===== config.mk =====
export PLATFORM = sky130hd
export DESIGN_NAME = bitwise_logic_pipe_flat
export DESIGN_NICKNAME = d
export VERILOG_FILES = /design/src/rtl/bitwise_logic_if.sv /design/src/rtl/bitwise_logic_pipe.sv /design/src/flat_wrapper.sv
export SDC_FILE = /design/constraint.sdc
export NUM_CORES = 1
export LEC_CHECK = 0
export CORE_ASPECT_RATIO = 1.2
export CORE_MARGIN = 2
export CORE_UTILIZATION = 50
export DETAILED_ROUTE_END_ITERATION = 8
export HOLD_SLACK_MARGIN = 0.02
export PLACE_DENSITY = 0.72
export SYNTH_ARGS = -nofsm -noshare
export SYNTH_HDL_FRONTEND = slang
export SYNTH_SLANG_ARGS = --single-unit
export TNS_END_PERCENT = 30

===== constraint.sdc =====
create_clock -name clk -period 3.45 [get_ports clk]
set_clock_uncertainty 0.1 [all_clocks]
set_input_delay 1.035 -clock clk [delete_from_list [all_inputs] [get_ports clk]]
set_output_delay 1.035 -clock clk [all_outputs]
set_load 0.01 [all_outputs]

===== src/rtl/bitwise_logic_if.sv =====
// Handshake bundle for the pipelined per-bit logic unit: an input beat channel
// and a result channel, both valid/ready.
interface bitwise_logic_if #(
   parameter int WIDTH = 32
);
   logic             in_valid;
   logic             in_ready;
   logic [WIDTH-1:0] in_a;
   logic [WIDTH-1:0] in_b;
   logic [2:0]       in_op;
   logic             in_acc;
   logic             in_last;
   logic             out_valid;
   logic             out_ready;
   logic [WIDTH-1:0] out_result;
   logic             out_zero;
   logic             out_err;

   // Producer/consumer side of the unit.
   modport master (
      output in_valid, in_a, in_b, in_op, in_acc, in_last, out_ready,
      input  in_ready, out_valid, out_result, out_zero, out_err
   );

   // The logic unit itself.
   modport slave (
      input  in_valid, in_a, in_b, in_op, in_acc, in_last, out_ready,
      output in_ready, out_valid, out_result, out_zero, out_err
   );
endinterface


===== src/rtl/bitwise_logic_pipe.sv =====
// Two-stage per-bit logic unit (AND/OR/XOR/NOR/ANDN/PASS) with valid/ready on
// both sides and a burst-reduction mode that folds a beat sequence into one result.
module bitwise_logic_pipe #(
   parameter int WIDTH = 32
) (
   input  logic          clk,
   input  logic          rst_n,
   bitwise_logic_if.slave bus
);

   localparam logic [2:0] OP_AND  = 3'b000;
   localparam logic [2:0] OP_OR   = 3'b001;
   localparam logic [2:0] OP_XOR  = 3'b010;
   localparam logic [2:0] OP_NOR  = 3'b011;
   localparam logic [2:0] OP_ANDN = 3'b100;
   localparam logic [2:0] OP_PASS = 3'b101;

   function automatic logic [WIDTH-1:0] logic_op(
      input logic [2:0]       op,
      input logic [WIDTH-1:0] x,
      input logic [WIDTH-1:0] y
   );
      logic [WIDTH-1:0] r;
      case (op)
         OP_AND:  r = x & y;
         OP_OR:   r = x | y;
         OP_XOR:  r = x ^ y;
         OP_NOR:  r = ~(x | y);
         OP_ANDN: r = x & ~y;
         OP_PASS: r = x;
         default: r = {WIDTH{1'b0}};
      endcase
      return r;
   endfunction

   function automatic logic illegal_op(input logic [2:0] op);
      return op[2] & op[1];
   endfunction

   // Stage-1 holding registers
   logic             s1_valid_r;
   logic [WIDTH-1:0] s1_a_r;
   logic [WIDTH-1:0] s1_b_r;
   logic [2:0]       s1_op_r;
   logic             s1_acc_r;
   logic             s1_last_r;

   // Burst state and registered outputs
   logic [WIDTH-1:0] acc_r;
   logic             burst_r;
   logic             sticky_err_r;
   logic             out_valid_r;
   logic [WIDTH-1:0] out_result_r;
   logic             out_zero_r;
   logic             out_err_r;

   logic             s2_adv_s;
   logic             s1_adv_s;
   logic             ill_s;
   logic [WIDTH-1:0] norm_val_s;
   logic [WIDTH-1:0] burst_val_s;
   logic             burst_err_s;

   // Handshake advance terms and stage-2 datapath values.
   always_comb begin
      s2_adv_s    = ~out_valid_r | bus.out_ready;
      s1_adv_s    = ~s1_valid_r | s2_adv_s;
      ill_s       = illegal_op(s1_op_r);
      norm_val_s  = logic_op(s1_op_r, s1_a_r, s1_b_r);
      burst_err_s = sticky_err_r | ill_s;
      // The first beat of a burst seeds the accumulator with its operand.
      if (burst_r) begin
         burst_val_s = logic_op(s1_op_r, acc_r, s1_a_r);
      end else begin
         burst_val_s = s1_a_r;
      end
   end

   // Stage 1: capture an accepted beat.
   always_ff @(posedge clk or negedge rst_n) begin
      if (!rst_n) begin
         s1_valid_r <= 1'b0;
         s1_a_r     <= {WIDTH{1'b0}};
         s1_b_r     <= {WIDTH{1'b0}};
         s1_op_r    <= 3'b000;
         s1_acc_r   <= 1'b0;
         s1_last_r  <= 1'b0;
      end else if (s1_adv_s) begin
         s1_valid_r <= bus.in_valid;
         s1_a_r     <= bus.in_a;
         s1_b_r     <= bus.in_b;
         s1_op_r    <= bus.in_op;
         s1_acc_r   <= bus.in_acc;
         s1_last_r  <= bus.in_last;
      end
   end

   // Stage 2: compute, update burst state, register the result.
   always_ff @(posedge clk or negedge rst_n) begin
      if (!rst_n) begin
         out_valid_r  <= 1'b0;
         out_result_r <= {WIDTH{1'b0}};
         out_zero_r   <= 1'b0;
         out_err_r    <= 1'b0;
         acc_r        <= {WIDTH{1'b0}};
         burst_r      <= 1'b0;
         sticky_err_r <= 1'b0;
      end else if (s2_adv_s) begin
         if (s1_valid_r && !s1_acc_r) begin
            out_valid_r  <= 1'b1;
            out_result_r <= norm_val_s;
            out_zero_r   <= (norm_val_s == {WIDTH{1'b0}});
            out_err_r    <= ill_s;
         end else if (s1_valid_r && s1_last_r) begin
            out_valid_r  <= 1'b1;
            out_result_r <= burst_val_s;
            out_zero_r   <= (burst_val_s == {WIDTH{1'b0}});
            out_err_r    <= burst_err_s;
            acc_r        <= {WIDTH{1'b0}};
            burst_r      <= 1'b0;
            sticky_err_r <= 1'b0;
         end else if (s1_valid_r) begin
            // Non-last burst beat is absorbed; previous output already left.
            out_valid_r  <= 1'b0;
            acc_r        <= burst_val_s;
            burst_r      <= 1'b1;
            sticky_err_r <= burst_err_s;
         end else begin
            out_valid_r  <= 1'b0;
         end
      end
   end

   assign bus.in_ready   = rst_n & s1_adv_s;
   assign bus.out_valid  = out_valid_r;
   assign bus.out_result = out_result_r;
   assign bus.out_zero   = out_zero_r;
   assign bus.out_err    = out_err_r;

endmodule

===== src/flat_wrapper.sv =====
// flat-port wrapper written by rule: the top's interface ports become plain ports
module bitwise_logic_pipe_flat 
#(
   parameter int WIDTH = 32
)
  (clk, rst_n, bus_in_valid, bus_in_a, bus_in_b, bus_in_op, bus_in_acc, bus_in_last, bus_out_ready, bus_in_ready, bus_out_valid, bus_out_result, bus_out_zero, bus_out_err);
  bitwise_logic_if #(.WIDTH(WIDTH)) bus_i ();
  input  logic clk;
  input  logic rst_n;
  input wire logic [$bits(bus_i.in_valid)-1:0] bus_in_valid;
  input wire logic [$bits(bus_i.in_a)-1:0] bus_in_a;
  input wire logic [$bits(bus_i.in_b)-1:0] bus_in_b;
  input wire logic [$bits(bus_i.in_op)-1:0] bus_in_op;
  input wire logic [$bits(bus_i.in_acc)-1:0] bus_in_acc;
  input wire logic [$bits(bus_i.in_last)-1:0] bus_in_last;
  input wire logic [$bits(bus_i.out_ready)-1:0] bus_out_ready;
  output wire logic [$bits(bus_i.in_ready)-1:0] bus_in_ready;
  output wire logic [$bits(bus_i.out_valid)-1:0] bus_out_valid;
  output wire logic [$bits(bus_i.out_result)-1:0] bus_out_result;
  output wire logic [$bits(bus_i.out_zero)-1:0] bus_out_zero;
  output wire logic [$bits(bus_i.out_err)-1:0] bus_out_err;
  assign bus_i.in_valid = bus_in_valid;
  assign bus_i.in_a = bus_in_a;
  assign bus_i.in_b = bus_in_b;
  assign bus_i.in_op = bus_in_op;
  assign bus_i.in_acc = bus_in_acc;
  assign bus_i.in_last = bus_in_last;
  assign bus_i.out_ready = bus_out_ready;
  assign bus_in_ready = bus_i.in_ready;
  assign bus_out_valid = bus_i.out_valid;
  assign bus_out_result = bus_i.out_result;
  assign bus_out_zero = bus_i.out_zero;
  assign bus_out_err = bus_i.out_err;
  bitwise_logic_pipe #(.WIDTH(WIDTH)) u_core (.clk(clk), .rst_n(rst_n), .bus(bus_i));
endmodule

==> impl_metrics.json <==
{
  "viasPerCell": 5.98,
  "floorplan.die_area_um2": 20300,
  "wirelength_um": 28200,
  "critPathMostFrequentCell": "or4_1",
  "slew_headroom": 0.264,
  "clkTransAtPathRegs_ns": 0.06,
  "start_util": 0.509,
  "vias": 8700,
  "drv_cap": 0,
  "route.detailed.drc": 0,
  "ys_types": 52,
  "fin_cells": 1456,
  "finalSetupViolations": 0,
  "synthesis.area_um2": 9600,
  "n_antenna_cell": 0,
  "grt_max_degree": 88,
  "grtUsageTotal": 0.287,
  "synth_edf_count": 0,
  "grt_pass1_wl_um": 45100,
  "h-tree-depth": 4,
  "drive_above_1_share": 0.0808,
  "std_cell_rows": 55,
  "cp_data_arrival_time_ns": 3.47,
  "worst_ep_required_time_ns": 3.68,
  "dp_slack_ns": 0.0193,
  "core_area_um2": 18900,
  "ys_seq_area_frac": 0.362,
  "grt_pass1_vias": 8570,
  "status": "finished clean",
  "clock_latency_ns": 0.43,
  "synth_top_area_share": 0.362,
  "crit_slowest_cell": "dfrtp_2",
  "synth_seq_cells": 139,
  "max_freq_mhz": 308,
  "cp-start-kind": "flip-flop",
  "synthFlopType": "dfrtp_1",
  "maxSlewViolCount": 0,
  "numPortBuffers": 108,
  "syn2layout_area_growth_pct": 21.1,
  "cts_sinks": 139,
  "synthArstFlopShare": 1.00,
  "drtPass1Iterations": 6,
  "fin_area_um2": 11600,
  "ioPinCount": 109,
  "grt_overflow_total": 0,
  "fin_crit_ns": 3.24,
  "placed_area_um2": 11000,
  "syn_nets": 1248,
  "p_leak_nw": 5.20,
  "hpwl_um": 19600,
  "dp.cells": 1424,
  "ant_nets": 0,
  "gp_congestion": 0.896,
  "fin_nets": 1324,
  "critical_path_class": "flip-flop to flip-flop",
  "synth_cells": 1111,
  "synth_largest_area_cell": "dfrtp_1",
  "postCtsHoldBufs": 0,
  "avgSynthCellArea_um2": 8.64,
  "wl_per_cell_um": 19.3,
  "antenna_found_initial": 1,
  "ys.warnings.count": 0,
  "timing.final.crit_share": 0.940,
  "tightest_slew_ns": 1.10,
  "setup-tns-final_ns": 0,
  "peakVddDrop_mv": 0.369,
  "hold_class": "flip-flop to flip-flop",
  "max_stage_delay_ns": 0.55,
  "cts_buffers": 17,
  "cts_tree": "yes",
  "synthTopCellsByArea": "dfrtp_1 (36%), ha_1 (8.3%), mux2i_1 (7.3%)",
  "hold_viol": 0,
  "holdWs_ns": 0.382,
  "fp.dieH_um": 156,
  "power_density_nw_per_um2": 632,
  "clk_path_buf_depth": 2,
  "cts-root-buf": "clkbuf_16",
  "drtIter0Drc": 871,
  "crit_fanout": 14,
  "path_cells": "nand2b_1 > o22ai_1 > a222oi_1 > nand4b_1 > or4_1 > or4_1 > o311ai_1",
  "crit_path_end_kind": "flip-flop",
  "chipWidth_um": 130,
  "setup_ws_ns": 0.208,
  "rsz0062_at_grt": "no"
}
-- cells in the mapped netlist, drive strengths merged (4+ instances only) --
master  number
dfrtp      139
nand2      137
o21ai      110
inv         99
nor2        74
mux2i       70
ha          64
clkbuf      55
a21oi       48
o22ai       41
o32ai       35
buf         33
xnor2       33
o22a        28
mux2        19
nor3b       16
nand2b      14
nor2b       10
o221ai       8
a222oi       7
a22o         7
nor4         6
a31oi        5
a221oi       4
and2         4
nand3b       4
or4          4
-- per-stage QoR --
| stage | total power [mW] | utilization |
|---|---|---|
| detailed placement | 5.23 | 0.581 |
| global route | 7.78 | 0.616 |
| finish | 7.35 | 0.616 |
| global placement | 5.14 | 0.581 |
| CTS | 7.34 | 0.616 |
| floorplan | 4.12 | - |
-- layout by cell type, fill, tap and decap left out, drive strengths merged, types with 5 or more instances in the layout --
cell	instances
dfrtp	139
nor2b	10
o32ai	35
o22a	28
a21oi	48
clkdlybuf4s50	106
nand2b	14
nor2	74
nor3b	16
o22ai	41
ha	64
a22o	7
a31oi	5
bufinv	5
a222oi	7
buf	38
nand2	137
o221ai	8
mux2i	70
nor4	6
xnor2	33
mux2	19
inv	103
o21ai	110
clkbuf	20
-- sequential cells by signal, indices dropped and copies added (netlist names) --
signal / cells
u_core.acc_r: 32
u_core.s1_a_r: 32
u_core.sticky_err_r: 1
u_core.s1_op_r: 3
u_core.bus.out_err: 1
u_core.s1_acc_r: 1
u_core.bus.out_valid: 1
u_core.burst_r: 1
u_core.bus.out_zero: 1
u_core.s1_last_r: 1
u_core.s1_valid_r: 1
u_core.s1_b_r: 32
u_core.bus.out_result: 32
-- area by class of cell --
| class | instances | area [µm²] |
|---|---|---|
| Multi-Input combinational cell | 784 | 5360 |
| Timing Repair Buffer | 145 | 1410 |
| Clock inverter | 12 | 210 |
| Fill cell | 1656 | 7230 |
| Clock buffer | 20 | 457 |
| Sequential cell | 139 | 3480 |
| Tap cell | 256 | 320 |
| Inverter | 100 | 375 |
-- layer usage --
metal  global-route usage  part of all wire  up-vias
met4                0.165             0.053        2
met3               0.0436             0.051       75
li1                     -                 -     4104
met1                0.354              0.40     4176
met2                0.473              0.49      343
met5                    0           0.00046        -
-- cells by family after synthesis --
group / synth area share
simple gates: 0.134
mux: 0.0953
fa+ha+maj: 0.0834
compound gates: 0.214
buf+inv: 0.0799
xor+xnor: 0.0310
flops: 0.362
-- worst max-delay path: cells and delay by family, from the launching register on --
kind	cells	cell delay, ns
flops	1	0.55
compound gates	3	0.76
simple gates	4	1.73
-- final timing paths --
kind / cells after the start / endpoint / from / slack, ns
max: 7 / u_core.bus.out_zero / u_core.s1_op_r[1] / 0.21
min: 2 / u_core.bus.out_result[4] / u_core.bus.out_result[4] / 0.38
max reg2reg: 7 / u_core.bus.out_zero / u_core.s1_op_r[1] / 0.21
min reg2reg: 2 / u_core.bus.out_result[4] / u_core.bus.out_result[4] / 0.38
max in group asynchronous: 3 / u_core.s1_b_r[24] / rst_n / 1.45
min in group asynchronous: 2 / u_core.acc_r[25] / rst_n / 0.61
-- power breakdown --
group	total [mW]	internal [mW]	switching, mW
Clock	2.09	1.33	0.758
Sequential	2.22	2.00	0.221
Combinational	3.03	1.34	1.70
Total	7.35	4.67	2.68
-- timing repair --
action                     CTS  global route
setup buffers                0             0
setup endpoints to repair    0             1
gates resized for setup      0             1
Note: power is estimated with default switching activity, not from simulation.
